--- src/rtl/seq_shift_pkg.sv ---
// Shared types and operation codes for the sequential multi-position shifter.
package seq_shift_pkg;

  typedef enum logic [1:0] {
    IDLE  = 2'd0,
    SHIFT = 2'd1,
    DONE  = 2'd2
  } state_t;

  localparam logic [1:0] SEL_PASS = 2'b00;
  localparam logic [1:0] SEL_SHL  = 2'b01;
  localparam logic [1:0] SEL_SHR  = 2'b10;
  localparam logic [1:0] SEL_CLR  = 2'b11;

endpackage

--- src/rtl/shift_step.sv ---
// Combinational single-position shifter applied to the result register each SHIFT cycle.
// SEQ_SHIFT_ROTATE_EN turns the 11 code into rotate-left.
module shift_step
  import seq_shift_pkg::*;
#(
  parameter int unsigned n = 4
) (
  input  logic [n-1:0] value,
  input  logic [1:0]   sel,
  output logic [n-1:0] result
);

  always_comb begin
    result = value;
    case (sel)
      SEL_SHL: result = {value[n-2:0], 1'b0};
      SEL_SHR: result = {value[n-1], value[n-1:1]};
`ifdef SEQ_SHIFT_ROTATE_EN
      SEL_CLR: result = {value[n-2:0], value[n-1]};
`endif
      default: result = value;
    endcase
  end

endmodule

--- src/rtl/seq_shift_unit.sv ---
// Multi-cycle shifter: one bit-step per clock under a start/busy/done handshake.
// Optional SEQ_SHIFT_ROTATE_EN makes H_sel=11 rotate-left instead of clear.
module seq_shift_unit
  import seq_shift_pkg::*;
#(
  parameter int unsigned n     = 4,
  parameter int unsigned CNT_W = $clog2(n) + 1
) (
  input  logic             clk,
  input  logic             rst,
  input  logic             start,
  input  logic [n-1:0]     Bus_B,
  input  logic [1:0]       H_sel,
  input  logic [CNT_W-1:0] amt,
  output logic             busy,
  output logic             done,
  output logic [n-1:0]     Shif_out
);

  localparam logic [CNT_W-1:0] CntMax = CNT_W'(n);
  localparam logic [CNT_W-1:0] CntOne = CNT_W'(1);

  state_t           state_q, state_d;
  logic [CNT_W-1:0] cnt_q, cnt_d;
  logic [1:0]       sel_q, sel_d;
  logic [n-1:0]     res_q, res_d;
  logic [n-1:0]     step_res;
  logic [CNT_W-1:0] amt_sat;
  logic             step_op;

  assign amt_sat = (amt > CntMax) ? CntMax : amt;

  // Operations that need the SHIFT state; everything else finishes in one cycle.
`ifdef SEQ_SHIFT_ROTATE_EN
  assign step_op = (H_sel != SEL_PASS);
`else
  assign step_op = (H_sel == SEL_SHL) || (H_sel == SEL_SHR);
`endif

  shift_step #(
    .n(n)
  ) u_shift_step (
    .value  (res_q),
    .sel    (sel_q),
    .result (step_res)
  );

  always_ff @(posedge clk) begin
    if (rst) begin
      state_q <= IDLE;
    end else begin
      state_q <= state_d;
    end
  end

  always_ff @(posedge clk) begin
    if (rst) begin
      cnt_q <= '0;
      sel_q <= SEL_PASS;
      res_q <= '0;
    end else begin
      cnt_q <= cnt_d;
      sel_q <= sel_d;
      res_q <= res_d;
    end
  end

  always_comb begin
    state_d = state_q;
    unique case (state_q)
      IDLE: begin
        if (start) begin
          state_d = (step_op && (amt_sat != '0)) ? SHIFT : DONE;
        end
      end
      SHIFT: begin
        if (cnt_q == CntOne) begin
          state_d = DONE;
        end
      end
      DONE:    state_d = IDLE;
      default: state_d = IDLE;
    endcase
  end

  always_comb begin
    cnt_d = cnt_q;
    sel_d = sel_q;
    res_d = res_q;
    if ((state_q == IDLE) && start) begin
      cnt_d = amt_sat;
      sel_d = H_sel;
      res_d = Bus_B;
`ifndef SEQ_SHIFT_ROTATE_EN
      if (H_sel == SEL_CLR) begin
        res_d = '0;
      end
`endif
    end else if (state_q == SHIFT) begin
      cnt_d = cnt_q - CntOne;
      res_d = step_res;
    end
  end

  always_comb begin
    busy     = (state_q != IDLE);
    done     = (state_q == DONE);
    Shif_out = res_q;
  end

endmodule

--- config.mk ---
export PLATFORM = sky130hd
export DESIGN_NAME = seq_shift_unit
export DESIGN_NICKNAME = d
export VERILOG_FILES = /design/src/rtl/seq_shift_pkg.sv /design/src/rtl/shift_step.sv /design/src/rtl/seq_shift_unit.sv
export SDC_FILE = /design/constraint.sdc
export NUM_CORES = 1
export LEC_CHECK = 0
export CAP_MARGIN = 20
export CORE_MARGIN = 2
export CORE_UTILIZATION = 48
export CTS_BUF_LIST = sky130_fd_sc_hd__clkbuf_8 sky130_fd_sc_hd__clkbuf_16
export DETAILED_ROUTE_END_ITERATION = 8
export HOLD_SLACK_MARGIN = 0.1
export PLACE_DENSITY = 0.81
export SETUP_SLACK_MARGIN = 0.1
export SLEW_MARGIN = 25
export SYNTH_ARGS = -nofsm -noshare
export SYNTH_HDL_FRONTEND = slang
export SYNTH_SLANG_ARGS = --single-unit
--- constraint.sdc ---
create_clock -name clk -period 3.6 [get_ports clk]
set_clock_uncertainty 0.1 [all_clocks]
set_input_delay 0.54 -clock clk [delete_from_list [all_inputs] [get_ports clk]]
set_output_delay 0.54 -clock clk [all_outputs]
set_load 0.05 [all_outputs]
======== Word level (Yosys, flattened, before mapping) ========
Index checks and enable logic that the tools add are counted.
storage, ports and cells
  register bits after elaboration ......... 11
  input bits .............................. 12
  output and inout bits ................... 6
  logic and storage cells ................. 41
operators by class
  add/sub/neg operators ................... 1
  order comparisons ....................... 1
  equal/unequal tests ..................... 11
  muxes and demuxes ....................... 11
  reductions and logical operators ........ 12
operators with widths
  cell                                               count
  two-way mux 4 bit                                  3
  two-way mux 3 bit                                  3
  == test 2 bit (second input constant)              4
  case mux 4 bit (2 select lines)                    1
  == test 2 x 1 -> 1 bit (second input constant)     3
  two-way mux 2 bit                                  3
  inequality test 2 bit (second input constant)      3
  nonzero test 2 bit                                 3
  nonzero test 3 bit                                 2
  case mux 2 bit (2 select lines)                    1
  AND reduction 2 bit                                2
  == test 3 x 1 -> 1 bit (second input constant)     1
  > comparator 3 bit (second input constant)         1
  AND reduction 3 bit                                1
  subtractor 3 x 1 -> 3 bit (second input constant)  1
  logical AND 1 bit                                  2
  zero test 2 bit                                    1
  logical OR 1 bit                                   1

======== Longest topological paths before layout ========
  depth after elaboration ................. 7
  depth in mapped cells ................... 5
  gate-level depth less buffers ........... 5

======== Cells and area by module ========
From an unflattened synthesis, not the netlist that was laid out.
unflattened totals
  cells, all modules ...................... 85
  area total of the unflattened synthesis .. 689.4 sq um
by module, submodules not included
  module          instances  cells each  area each (sq um)
  seq_shift_unit  1          69          595.6
  shift_step      1          16          93.8

======== Least setup slack after synthesis ========
No wires, ideal clock.
  path kind ............................... reg-to-output
  start ................................... reg state_q[1]
  end ..................................... out done
  arrival time ............................ 1,119 ps
  slack ................................... 1,841 ps
  stages on the path, launching flop included .. 3
  path buffers ............................ 0
  cells stage by stage .................... dfxtp_1 -> inv_1 -> nor2_1
between the ends
  cells in the longest elaborated chain, start to end .. 1
ends and longest elaborated chain
  what                    line                   text
  start, declared         seq_shift_unit.sv:23   state_t state_q, state_d;
  start signal, assigned  seq_shift_unit.sv:52   state_q <= state_d;
  == test 2 bit           seq_shift_unit.sv:107  done = (state_q == DONE);
  end, declared           seq_shift_unit.sv:16   output logic done,
Every way passes these cells.

======== Final worst setup path ========
  start ................................... reg state_q[0]
  end ..................................... out busy
between the ends
  cells in the longest elaborated chain, start to end .. 1
ends and longest elaborated chain
  what                line                   text
  nonzero test 2 bit  seq_shift_unit.sv:106  busy = (state_q != IDLE);
  end, declared       seq_shift_unit.sv:15   output logic busy,
Every way passes these cells.

==> flow_summary.toml <==
[outcome]
status = "finished, final reports clean"

[cells_and_area]
layout_common_cells = "17 x clkdlybuf4s50_1, 11 x dfxtp_1, 10 x inv_1"
design_area_um2 = 856
fillers = 120
n_antenna_cell = 0
nets = 112
drive_above_1_share_pct = 9.38
layout_commonest_cell = "clkdlybuf4s50_1"
syn_to_final_growth_pct = 33.3

[timing]
rsz0062_at_grt = "false"
slew_headroom_pct = 58.1
tns_ps = 0
finalMaxSlewViolations = 0
setup_violations = 0
whs_ps = 360
period_minus_slack_ps = 2370
worst_pin_slew_ps = 627
fmax_mhz = 422
finalHoldViolCount = 0
fin_ws_ps = 1230
fin_crit_sh_pct = 65.8

[floorplanning]
core_area_mm2 = 0.00127
io_pins = 18
initial_core_util_pct = 50.6
die_y_um = 40.6
dieArea_mm2 = 0.00165
rows = 13
fp.dieW_um = 40.6

[setup_path]
reg2reg_to = "Shif_out[0]$_SDFFE_PP0P_"
rrSetupSlack_ps = 1910
rr_worst_depth = 4
setup.worst_path.start_class = "flip-flop"
crit_fanout = 12
critPathArrivalTime_ps = 1730
required_ps = 2960
worstSetupPathType = "reg2out"
crit_path_end_kind = "output port"
r2r-start = "state_q[0]$_SDFFE_PP0P_"

[clock_tree]
cts_buffer_depth = 2
cts_tree = "built"
cts.sinks = 11
clkTransAtPathRegs_ps = 50
holdBufCountCts = 0
cts_buffers = 3
ctsHtreeMaxLevel = 1
clk_latency_ps = 240
postCtsSetupRepairBufs = 0
ctsResizeCount = 0
cts_root_buf = "clkbuf_8"

[drt]
dr.pass1.iters = 4
drc_errors = 0
drt-initial-drc-count = 18
viasPerCell = 5.76
wl_per_cell_um = 13.3
antenna_left = 0
vias = 639
drt-total-wl_um = 1470

[placed_design]
hpwl_um = 1090
gp_congestion = 0.849
portBuffers = 17
pre_cts_ws_ps = 1380
dpl_cell_area_um2 = 811

[worst_hold_path]
hold_class = "reg2reg"
hp-start = "cnt_q[2]$_SDFFE_PP0P_"
hold_depth = 2
hold_end = "cnt_q[2]$_SDFFE_PP0P_"

[synthesis]
postSynthAreaPerCell_um2 = 8.23
yosys.area_share.simple_pct = 21.4
ys_seq_area_share_pct = 34.3
async_flop_share_pct = 0
yosysWarnings = 0
ys_seq_elements = 11
synth_area_um2 = 642
yosys.area_share.adder_pct = 5.85
synthMuxAreaShare_pct = 3.51
synth_cells = 78
dominantRegCellSynth = "dfxtp_1"
synth_xor_area_share_pct = 1.36
synth_top_family_by_area = "compound AO/OA/AOI/OAI gates"
synth_compound_area_share_pct = 25.1
synth.distinct_cells = 32
postSynthNetCount = 93
synth_enable_flop_cells = 0

[job]
cap_violations = 0

[power_and_ir_drop]
total_leakage_power_uw = 0.000333
powerDensity_mw_per_mm2 = 464
ir_worst_vdd_v = 0.000214

[grt]
grt_use_total_pct = 20.7
grt_max_degree = 13
antenna_found_initial = 0
grt_pass1_vias = 520
grt_pass1_wl_um = 2210
grt-ovfl-total = 0
[kinds of logic after synthesis]
kind of cell | count (synthesis)
adder cells (fa/ha/maj) | 3
flip-flops | 11
multiplexers | 2
XOR/XNOR | 1
AND/OR/NAND/NOR | 25
buffers and inverters | 12
AO/OA/AOI/OAI | 24
[worst max-delay path: stages, from the launching register on]
cell	delay, ps
dfxtp_1	530
or2_2	170
clkdlybuf4s50_1	790
[metal layers]
layer | wire (um) | vias to the layer above | global-route usage [%]
met5 | 0 | - | 0
met2 | 710 | 34 | 34.5
met1 | 661 | 292 | 25.1
li1 | - | 311 | -
met3 | 86 | 2 | 5.00
met4 | 14 | 0 | 8.33
[Yosys cell counts (2+ instances only)]
cell type | number | area share [%]
dfxtp_1 | 11 | 34
inv_1 | 9 | 5.3
nor2_1 | 7 | 4.1
a21oi_1 | 6 | 4.7
nand2_1 | 6 | 3.5
a211oi_1 | 3 | 3.5
ha_1 | 3 | 5.8
o21ai_0 | 3 | 2.3
a221oi_1 | 2 | 2.7
a22oi_1 | 2 | 2.3
a31oi_1 | 2 | 1.9
a32oi_1 | 2 | 2.7
mux2_2 | 2 | 3.5
nand2b_1 | 2 | 1.9
[registers in the layout, indices dropped and copies added (netlist names)]
signal / flops
Shif_out: 4
state_q: 2
cnt_q: 3
sel_q: 2
[worst max path at each step]
stage,startpoint,to,slack [ps]
6_report,state_q[0]$_SDFFE_PP0P_,busy,1230
5_1_grt,state_q[0]$_SDFFE_PP0P_,busy,1170
4_1_cts,state_q[0]$_SDFFE_PP0P_,busy,1240
3_5_place_dp,start,Shif_out[0]$_SDFFE_PP0P_,1380
3_3_place_gp,start,Shif_out[1]$_SDFFE_PP0P_,1390
2_1_floorplan,state_q[1]$_SDFFE_PP0P_,done,1840
[cell type report]
| class | count | area [um2] | area share (%) |
|---|---|---|---|
| multi-input cells | 55 | 368 | 43.0 |
| flip-flops and latches | 11 | 220 | 25.7 |
| repair buffers | 17 | 170 | 19.9 |
| clock buffers | 3 | 41.3 | 4.82 |
| inverters | 9 | 33.8 | 3.95 |
| well taps | 15 | 18.8 | 2.19 |
| clock inverters | 1 | 3.75 | 0.439 |
[per-stage QoR]
stage	std cells	total power [uW]	util [%]
after global placement	107	272	63.9
after global routing	111	417	67.5
after floorplan	78	236	-
final	111	397	67.5
after CTS	111	397	67.5
after detailed placement	107	275	63.9
[power breakdown]
group | switching (uW) | internal (uW) | leakage (uW)
clock network | 48.1 | 75.0 | 0.0000269
logic | 72.2 | 53.2 | 0.000215
registers | 13.0 | 135 | 0.0000908
Note: power is estimated with default switching activity, not from simulation.
